<file path="config.mk">
export PLATFORM = sky130hd
export DESIGN_NAME = wsp_sequencer_flat
export DESIGN_NICKNAME = d
export VERILOG_FILES = /design/src/rtl/wsp_pkg.sv /design/src/rtl/wsp_sequencer_if.sv /design/src/rtl/wsp_shifter.sv /design/src/rtl/wsp_sequencer.sv /design/src/flat_wrapper.sv
export SDC_FILE = /design/constraint.sdc
export NUM_CORES = 1
export LEC_CHECK = 0
export ABC_AREA = 1
export CAP_MARGIN = 20
export CORE_ASPECT_RATIO = 1.5
export CORE_UTILIZATION = 40
export DETAILED_ROUTE_END_ITERATION = 10
export PLACE_DENSITY = 0.69
export REMOVE_ABC_BUFFERS = 1
export SYNTH_ARGS = -nofsm -noshare
export SYNTH_HDL_FRONTEND = slang
export SYNTH_SLANG_ARGS = --single-unit
</file>
<file path="constraint.sdc">
create_clock -name clk -period 2.6 [get_ports clk]
set_clock_uncertainty 0.2 [all_clocks]
set_input_delay 0.52 -clock clk [delete_from_list [all_inputs] [get_ports clk]]
set_output_delay 0.52 -clock clk [all_outputs]
set_load 0.1 [all_outputs]
</file>
<file path="src/rtl/wsp_pkg.sv">
// Shared types and constants for the wrapper serial port sequencer.
// The state encoding is common to the FSM and anything that observes it.
package wsp_pkg;

  localparam int MAX_LEN_DEF = 64;

  typedef enum logic [2:0] {
    IDLE    = 3'd0,
    CAPTURE = 3'd1,
    SHIFT   = 3'd2,
    UPDATE  = 3'd3,
    RESP    = 3'd4
  } wsp_state_e;

endpackage

</file>
<file path="src/rtl/wsp_sequencer_if.sv">
// Command/response handshake plus WSP strobes between host, sequencer and chain.
// slave = sequencer side, master = host/chain side.
interface wsp_sequencer_if #(
  parameter int MAX_LEN = wsp_pkg::MAX_LEN_DEF,
  parameter int LEN_W   = $clog2(MAX_LEN + 1)
);

  logic               cmd_valid;
  logic               cmd_ready;
  logic               cmd_sel_wir;
  logic [LEN_W-1:0]   cmd_len;
  logic [MAX_LEN-1:0] cmd_data;
  logic               rsp_valid;
  logic               rsp_ready;
  logic [MAX_LEN-1:0] rsp_data;
  logic               rsp_err;
  logic               select_wir;
  logic               capture_wr;
  logic               shift_wr;
  logic               update_wr;
  logic               wsi;
  logic               wso;

  modport slave (
    input  cmd_valid, cmd_sel_wir, cmd_len, cmd_data, rsp_ready, wso,
    output cmd_ready, rsp_valid, rsp_data, rsp_err,
           select_wir, capture_wr, shift_wr, update_wr, wsi
  );

  modport master (
    output cmd_valid, cmd_sel_wir, cmd_len, cmd_data, rsp_ready, wso,
    input  cmd_ready, rsp_valid, rsp_data, rsp_err,
           select_wir, capture_wr, shift_wr, update_wr, wsi
  );

endinterface

</file>
<file path="src/rtl/wsp_shifter.sv">
// Shift-in data register, shift-out response register and bit counter.
// o_next_bit exposes the bit that becomes current after the next shift edge.
module wsp_shifter
  import wsp_pkg::*;
#(
  parameter int MAX_LEN = MAX_LEN_DEF,
  parameter int LEN_W   = $clog2(MAX_LEN + 1)
) (
  input  logic               clk,
  input  logic               arst_n,
  input  logic               i_load,
  input  logic [LEN_W-1:0]   i_len,
  input  logic [MAX_LEN-1:0] i_data,
  input  logic               i_shift_en,
  input  logic               i_wso,
  output logic               o_cur_bit,
  output logic               o_next_bit,
  output logic               o_last,
  output logic               o_len_zero,
  output logic [MAX_LEN-1:0] o_rsp
);

  logic [MAX_LEN-1:0] r_data;
  logic [MAX_LEN-1:0] r_rsp;
  logic [LEN_W-1:0]   r_cnt;
  logic [LEN_W-1:0]   r_len;

  // Load on acceptance (response cleared so unshifted bits read 0), shift one bit per enable.
  always_ff @(posedge clk or negedge arst_n) begin
    if (!arst_n) begin
      r_data <= {MAX_LEN{1'b0}};
      r_rsp  <= {MAX_LEN{1'b0}};
      r_cnt  <= {LEN_W{1'b0}};
      r_len  <= {LEN_W{1'b0}};
    end else if (i_load) begin
      r_data <= i_data;
      r_rsp  <= {MAX_LEN{1'b0}};
      r_cnt  <= {LEN_W{1'b0}};
      r_len  <= i_len;
    end else if (i_shift_en) begin
      r_data <= r_data >> 1;
      r_cnt  <= r_cnt + LEN_W'(1);
      for (int i = 0; i < MAX_LEN; i++) begin
        if (r_cnt == LEN_W'(i)) begin
          r_rsp[i] <= i_wso;
        end
      end
    end
  end

  assign o_cur_bit  = r_data[0];
  assign o_next_bit = r_data[1];
  assign o_last     = ((r_cnt + LEN_W'(1)) == r_len);
  assign o_len_zero = (r_len == {LEN_W{1'b0}});
  assign o_rsp      = r_rsp;

endmodule

</file>
<file path="src/rtl/wsp_sequencer.sv">
// WSP initiator: runs one capture/shift/update scan per accepted command
// and returns the sampled wso bits on the response handshake.
module wsp_sequencer
  import wsp_pkg::*;
#(
  parameter int MAX_LEN = MAX_LEN_DEF,
  parameter int LEN_W   = $clog2(MAX_LEN + 1)
) (
  input  logic            clk,
  input  logic            arst_n,
  wsp_sequencer_if.slave  bus
);

  wsp_state_e r_state;
  logic       r_cmd_ready;
  logic       r_rsp_valid;
  logic       r_rsp_err;
  logic       r_select_wir;
  logic       r_capture_wr;
  logic       r_shift_wr;
  logic       r_update_wr;
  logic       r_wsi;

  logic               w_accept;
  logic [LEN_W-1:0]   w_len;
  logic               w_err;
  logic               w_cur_bit;
  logic               w_next_bit;
  logic               w_last;
  logic               w_len_zero;
  logic [MAX_LEN-1:0] w_rsp;

  assign w_accept = (r_state == IDLE) && bus.cmd_valid && r_cmd_ready;

  // Overlong requests are clamped to the chain length and flagged.
  always_comb begin
    w_len = bus.cmd_len;
    w_err = 1'b0;
    if (bus.cmd_len > LEN_W'(MAX_LEN)) begin
      w_len = LEN_W'(MAX_LEN);
      w_err = 1'b1;
    end else begin
      w_len = bus.cmd_len;
      w_err = 1'b0;
    end
  end

  wsp_shifter #(
    .MAX_LEN (MAX_LEN),
    .LEN_W   (LEN_W)
  ) u_shifter (
    .clk        (clk),
    .arst_n     (arst_n),
    .i_load     (w_accept),
    .i_len      (w_len),
    .i_data     (bus.cmd_data),
    .i_shift_en (r_shift_wr),
    .i_wso      (bus.wso),
    .o_cur_bit  (w_cur_bit),
    .o_next_bit (w_next_bit),
    .o_last     (w_last),
    .o_len_zero (w_len_zero),
    .o_rsp      (w_rsp)
  );

  // Scan FSM; every strobe is set one edge ahead of the state it belongs to.
  always_ff @(posedge clk or negedge arst_n) begin
    if (!arst_n) begin
      r_state      <= IDLE;
      r_cmd_ready  <= 1'b1;
      r_rsp_valid  <= 1'b0;
      r_rsp_err    <= 1'b0;
      r_select_wir <= 1'b0;
      r_capture_wr <= 1'b0;
      r_shift_wr   <= 1'b0;
      r_update_wr  <= 1'b0;
      r_wsi        <= 1'b0;
    end else begin
      case (r_state)
        IDLE: begin
          if (w_accept) begin
            r_state      <= CAPTURE;
            r_cmd_ready  <= 1'b0;
            r_capture_wr <= 1'b1;
            r_select_wir <= bus.cmd_sel_wir;
            r_rsp_err    <= w_err;
          end
        end
        CAPTURE: begin
          r_capture_wr <= 1'b0;
          if (w_len_zero) begin
            r_state     <= UPDATE;
            r_update_wr <= 1'b1;
          end else begin
            r_state    <= SHIFT;
            r_shift_wr <= 1'b1;
            r_wsi      <= w_cur_bit;
          end
        end
        SHIFT: begin
          if (w_last) begin
            r_state     <= UPDATE;
            r_shift_wr  <= 1'b0;
            r_wsi       <= 1'b0;
            r_update_wr <= 1'b1;
          end else begin
            r_wsi <= w_next_bit;
          end
        end
        UPDATE: begin
          r_state      <= RESP;
          r_update_wr  <= 1'b0;
          r_select_wir <= 1'b0;
          r_rsp_valid  <= 1'b1;
        end
        RESP: begin
          if (bus.rsp_ready) begin
            r_state     <= IDLE;
            r_rsp_valid <= 1'b0;
            r_cmd_ready <= 1'b1;
          end
        end
        default: begin
          r_state      <= IDLE;
          r_cmd_ready  <= 1'b1;
          r_rsp_valid  <= 1'b0;
          r_select_wir <= 1'b0;
          r_capture_wr <= 1'b0;
          r_shift_wr   <= 1'b0;
          r_update_wr  <= 1'b0;
          r_wsi        <= 1'b0;
        end
      endcase
    end
  end

  assign bus.cmd_ready  = r_cmd_ready;
  assign bus.rsp_valid  = r_rsp_valid;
  assign bus.rsp_data   = w_rsp;
  assign bus.rsp_err    = r_rsp_err;
  assign bus.select_wir = r_select_wir;
  assign bus.capture_wr = r_capture_wr;
  assign bus.shift_wr   = r_shift_wr;
  assign bus.update_wr  = r_update_wr;
  assign bus.wsi        = r_wsi;

endmodule

</file>
<file path="src/flat_wrapper.sv">
// flat-port wrapper written by rule: the top's interface ports become plain ports
module wsp_sequencer_flat import wsp_pkg::*;
#(
  parameter int MAX_LEN = MAX_LEN_DEF,
  parameter int LEN_W   = $clog2(MAX_LEN + 1)
)
  (clk, arst_n, bus_cmd_valid, bus_cmd_sel_wir, bus_cmd_len, bus_cmd_data, bus_rsp_ready, bus_wso, bus_cmd_ready, bus_rsp_valid, bus_rsp_data, bus_rsp_err, bus_select_wir, bus_capture_wr, bus_shift_wr, bus_update_wr, bus_wsi);
  wsp_sequencer_if #(.MAX_LEN(MAX_LEN), .LEN_W(LEN_W)) bus_i ();
  input  logic clk;
  input  logic arst_n;
  input wire logic [$bits(bus_i.cmd_valid)-1:0] bus_cmd_valid;
  input wire logic [$bits(bus_i.cmd_sel_wir)-1:0] bus_cmd_sel_wir;
  input wire logic [$bits(bus_i.cmd_len)-1:0] bus_cmd_len;
  input wire logic [$bits(bus_i.cmd_data)-1:0] bus_cmd_data;
  input wire logic [$bits(bus_i.rsp_ready)-1:0] bus_rsp_ready;
  input wire logic [$bits(bus_i.wso)-1:0] bus_wso;
  output wire logic [$bits(bus_i.cmd_ready)-1:0] bus_cmd_ready;
  output wire logic [$bits(bus_i.rsp_valid)-1:0] bus_rsp_valid;
  output wire logic [$bits(bus_i.rsp_data)-1:0] bus_rsp_data;
  output wire logic [$bits(bus_i.rsp_err)-1:0] bus_rsp_err;
  output wire logic [$bits(bus_i.select_wir)-1:0] bus_select_wir;
  output wire logic [$bits(bus_i.capture_wr)-1:0] bus_capture_wr;
  output wire logic [$bits(bus_i.shift_wr)-1:0] bus_shift_wr;
  output wire logic [$bits(bus_i.update_wr)-1:0] bus_update_wr;
  output wire logic [$bits(bus_i.wsi)-1:0] bus_wsi;
  assign bus_i.cmd_valid = bus_cmd_valid;
  assign bus_i.cmd_sel_wir = bus_cmd_sel_wir;
  assign bus_i.cmd_len = bus_cmd_len;
  assign bus_i.cmd_data = bus_cmd_data;
  assign bus_i.rsp_ready = bus_rsp_ready;
  assign bus_i.wso = bus_wso;
  assign bus_cmd_ready = bus_i.cmd_ready;
  assign bus_rsp_valid = bus_i.rsp_valid;
  assign bus_rsp_data = bus_i.rsp_data;
  assign bus_rsp_err = bus_i.rsp_err;
  assign bus_select_wir = bus_i.select_wir;
  assign bus_capture_wr = bus_i.capture_wr;
  assign bus_shift_wr = bus_i.shift_wr;
  assign bus_update_wr = bus_i.update_wr;
  assign bus_wsi = bus_i.wsi;
  wsp_sequencer #(.MAX_LEN(MAX_LEN), .LEN_W(LEN_W)) u_core (.clk(clk), .arst_n(arst_n), .bus(bus_i));
endmodule
</file>
# == Word-level counts from Yosys, hierarchy flattened ==
# Cells that the tools add are included.
# W data, S select, Z words.
# totals
in_bits,77
word_cells,401
register_bits,153
out_inout_bits,72
# classes
n_eq_ne,73
n_mux,95
reduce_logical,149
order_cmp,1
bitwise,6
add_sub_neg,1
# op_table
operator,n
$mux W64,4
$eq A7 B6 Y1 const B,32
$reduce_and A2 Y1,69
$reduce_bool A2 Y1,65
$eq A7 B5 Y1 const B,16
$mux W1,77
$eq A7 B4 Y1 const B,8
$eq A7 B3 Y1 const B,4
$mux W7,3
$pmux W1 S3,5
$pmux W3 S5,1
$reduce_or A3 Y1,5
$eq A7 B2 Y1 const B,2
$logic_not A7 Y1,2
$reduce_and A3 Y1,4
$ne A2 B2 Y1 const B,5
$mux W3,3
$add A7 B1 Y7 const B,1
$eq A7 B1 Y1 const B,1
$eq A7 B7 Y1,1
$gt A7 B7 Y1 const B,1
$eq A3 B2 Y1 const B,2
$not A1 Y1,6
$pmux W1 S2,2
5 further kinds,6

# == Depth between registers and ports, before layout ==
# logic_depth
depth_word,5
ltp_mapped,13
ltp_nobuf,13

# == Cells and area by module ==
# A second synthesis with hierarchy kept.
# unflattened
hier_cells,935
area_unflattened_um2,7445.9
# by_module_without_submodules
mod,area_each_um2,seq_area_each_um2,cells_per_inst,n_inst
wsp_shifter,6800.3,3553.4,840,1
wsp_sequencer,645.6,276.5,95,1

# == Worst setup path before layout ==
# No wires, ideal clock.
# synth_path
kind,register to register
startpoint,"register u_core.r_shift_wr, in the netlist u_core.bus.shift_wr"
endpoint,"register u_core.u_shifter.r_rsp[55], in the netlist u_core.u_shifter.o_rsp[55]"
path_slack_ns,0.403
required_ns,2.322
period_less_slack_ns,2.197
n_path_buf,1
arrival_ns,1.920
setup_time_ns,0.078
stages_incl_launch_ff,8
cell_sequence,dfrtp_1 inv_2 nor4_4 inv_2 buf_6 nor2_2 o21ai_1 a21oi_1
# synth_between
elab_chain_len,2
# synth_lines
item,line_no,rtl
from (decl),wsp_sequencer.sv:20,logic r_shift_wr;
from (signal assigned),wsp_sequencer.sv:75,r_shift_wr <= 1'b0;
from (signal assigned),wsp_sequencer.sv:96,r_shift_wr <= 1'b1;
from (signal assigned),wsp_sequencer.sv:103,r_shift_wr <= 1'b0;
$reduce_bool A2 Y1 (no line),--,
$reduce_and A2 Y1 (no line),--,
to (signal assigned),wsp_shifter.sv:32,r_rsp <= {MAX_LEN{1'b0}};
to (signal assigned),wsp_shifter.sv:37,r_rsp <= {MAX_LEN{1'b0}};
"to (signal, indexed assignment)",wsp_shifter.sv:45,r_rsp[i] <= i_wso;
to (decl),wsp_shifter.sv:24,logic [MAX_LEN-1:0] r_rsp;
# No other way between the ends.
# A chain may end at the register's enable or synchronous reset.

# == Worst setup path after layout ==
# layout_path
startpoint,register u_core.u_shifter.r_cnt[0]
endpoint,"register u_core.r_shift_wr, in the netlist u_core.bus.shift_wr"
# layout_between
elab_chain_len,4
# layout_lines
item,line_no,rtl
from (decl),wsp_shifter.sv:25,logic [LEN_W-1:0] r_cnt;
from (signal assigned),wsp_shifter.sv:33,r_cnt <= {LEN_W{1'b0}};
from (signal assigned),wsp_shifter.sv:38,r_cnt <= {LEN_W{1'b0}};
from (signal assigned),wsp_shifter.sv:42,r_cnt <= r_cnt + LEN_W'(1);
$add A7 B1 Y7,wsp_shifter.sv:53,assign o_last = ((r_cnt + LEN_W'(1)) == r_len);
$eq A7 B7 Y1,wsp_shifter.sv:53,
$ne A2 B2 Y1 (no line),--,
$reduce_and A3 Y1 (no line),--,
# No other way between the ends.

==> results.yml <==
grt:
  track_usage_pct: 20.5
  grt_antenna_before_repair: 0
  grt_pass1_vias: 6122
  grt_remaining_overflow: 0
  grt_pass1_wl_um: 30000
  grt_start_max_net_pins: 71
clocking:
  cts_root_buf: "clkbuf_16"
  insertion_delay_ns: 0.43
  cts_tree: "yes"
  clk_pin_slew_ns: 0.06
  cts.path.max_buffers: 2
  htreeDepth: 4
  post_cts_buffers: 0
  clock_sinks: 153
  cts_buffers: 17
drt:
  ant_nets: 0
  wl_um: 17700
  drc: 0
  routedWlPerCell_um: 14.9
  firstDrtPassIters: 4
  routed-via-count: 6081
  drt-initial-drc-count: 392
  vias_per_cell: 5.12
critical_path:
  worstPathRequired_ns: 2.71
  crit_fanout: 7
  end_kind: "flop"
  start_kind: "flop"
  worst-setup-path-type: "flop to flop"
  critPathArrivalTime_ns: 2.32
timing:
  period_needed_ns: 2.21
  hold_viol_final: 0
  rsz0062_at_grt: "false"
  setup_ws_ns: 0.388
  tightest_slew_ns: 0.692
  setup_viol: 0
  report.final.slew_viol_count: 0
  max_slew_margin_pct: 53.7
  fmax_mhz: 452
  timing.final.crit_share_pct: 85.1
pwr:
  pwr-share-seq_pct: 35.6
  p_sw_mw: 3.57
  power_per_cell_area_nw_per_um2: 992
  vdd_ir_drop_max_mv: 0.686
  clockPowerShare_pct: 29.2
  power_frac_comb_pct: 35.2
  power_leakage_nw: 4.22
  total_power_mw: 9.16
  p_int_mw: 5.59
  p_sw_share_pct: 39.0
synth:
  syn_avg_cell_area_um2: 8.58
  synthCells: 823
  ys.flop_type: "dfrtp_1"
  synth_seq_area_share_pct: 54.2
  synth_area_leaders: "dfrtp_1 54%, nand2_1 9.4%, o21ai_0 4.7%, a21oi_1 4.7%, inv_1 4.7%"
  netlist_area_um2: 7060
  ys_types: 33
  ys_ff_latch: 153
  synthArstFlopShare_pct: 100
  yosys.area.top_type: "dfrtp_1"
  synth_edf_count: 0
  synth_warnings: 0
  synth_top_area_share_pct: 53.9
floorplanning:
  num_rows: 59
  fp.dieW_um: 110
  core_um2: 17300
  dieHeight_um: 165
  start_util_pct: 40.7
  die_area_um2: 18200
  num_io_pins: 149
cells_and_area:
  num-nets-final: 1042
  area.growth.synth_to_final_pct: 30.9
  mostFrequentLayoutCell: "nand2_1"
  final_cell_mix: "176 x nand2_1, 152 x dfrtp_1, 88 x inv_1"
  num_antenna_cells: 0
  drive_above_1_share_pct: 15.1
place:
  place_ws_ns: 0.351
  dp_hpwl_um: 12100
  port_buffers: 148
  gp_congestion: 0.827
run_status:
  status: "completed"
run:
  drv_cap: 0
worst_hold_path:
  hold_path.class: "flop to flop"
-- flip-flops by register name (all words and copies together) (netlist names) --
| register | count |
|---|---|
| u_core.u_shifter.o_rsp | 64 |
| u_core.u_shifter.r_data | 64 |
| u_core.bus.rsp_valid | 1 |
| u_core.bus.capture_wr | 1 |
| u_core.r_state | 3 |
| u_core.bus.rsp_err | 1 |
| u_core.u_shifter.r_cnt | 7 |
| u_core.bus.shift_wr | 1 |
| u_core.bus.select_wir | 1 |
| u_core.bus.update_wr | 1 |
| u_core.bus.cmd_ready | 1 |
| u_core.bus.wsi | 1 |
| u_core.u_shifter.r_len | 7 |
-- power by group through the flow --
stage          clock network [mW]  registers [mW]  logic, mW
2_1_floorplan                   0            3.99       1.56
3_3_place_gp                    0            3.30       3.20
3_5_place_dp                    0            3.30       3.26
4_1_cts                      2.71            3.27       3.27
5_1_grt                      2.80            3.33       3.57
6_report                     2.67            3.27       3.22
-- Yosys cell counts (all sizes together) (2+ instances only) --
master  instances
nor3           19
inv            97
buf            26
nand2         179
o221ai         25
nand3          35
a21oi          67
ha              4
o22ai           6
o21ai          79
clkbuf         15
o211ai         28
nand4           2
dfrtp         152
nor2           83
-- repair_timing --
item / 4_1_cts / 5_1_grt
resized for setup: 0 / 0
hold endpoints to repair: 42 / 0
hold buffers: 1 / 0
-- final timing paths --
path | from | end | slack (ns) | cells after the start
max in group asynchronous | arst_n | u_core.bus.cmd_ready | 1.15 | 3
setup reg to reg | u_core.u_shifter.r_cnt[0] | u_core.bus.shift_wr | 0.39 | 12
hold reg to reg | u_core.bus.rsp_valid | u_core.bus.rsp_valid | 0.28 | 2
setup / recovery | u_core.u_shifter.r_cnt[0] | u_core.bus.shift_wr | 0.39 | 12
min in group asynchronous | arst_n | u_core.u_shifter.r_data[11] | 0.39 | 2
hold / removal | u_core.bus.rsp_valid | u_core.bus.rsp_valid | 0.28 | 2
-- per-stage QoR --
| stage | area (um^2) | hold WS (ns) | TNS [ns] | cells | util, % |
|---|---|---|---|---|---|
| 6_report | 9240 | 0.283 | 0 | 1187 | 53.3 |
| 5_1_grt | 9240 | 0.296 | 0 | 1187 | 53.3 |
| 4_1_cts | 9240 | 0.290 | 0 | 1187 | 53.3 |
| 3_5_place_dp | 8600 | 0.269 | 0 | 1154 | 49.5 |
| 3_3_place_gp | 8600 | 0.265 | 0 | 1154 | 49.5 |
| 2_1_floorplan | 6850 | 0.0244 | -58.57 | 782 | - |
-- area by class of cell --
cell class	instances	area, um^2
fill	1633	8110
clock inverter	14	196
multi-input combinational	532	2660
timing repair buffer	160	1480
inverter	97	367
clock buffer	18	439
sequential	153	3830
tap	213	267
-- logic make-up (layout without fill, tap and decap cells) --
family                   count (synthesis)  in the layout  share of synthesized area (%)
AO/OA/AOI/OAI                          207            207                           17.2
XOR/XNOR                                 1              1                          0.124
adder cells (fa/ha/maj)                  4              4                          0.709
buffers and inverters                  138            289                           8.13
flip-flops                             153            153                           54.2
AND/OR/NAND/NOR                        320            320                           19.6
-- per-layer routing --
metal	global-route usage (%)	wire length, um	up-vias
li1	-	-	3006
met1	25.4	7570	2924
met2	36.3	9280	134
met3	4.18	680	17
met4	5.64	210	0
met5	0	0	-
-- critical path: stages (launching register included) --
cell,delay (ns)
dfrtp_1,0.50
ha_1,0.33
nand3_1,0.24
nand2_1,0.15
nand2_1,0.07
nand2_1,0.06
nand2_1,0.05
nor2_1,0.11
nand2_1,0.11
nand2_1,0.11
nand2_1,0.07
nand2_1,0.05
o21ai_1,0.05
(Power assumes the default switching activity.)
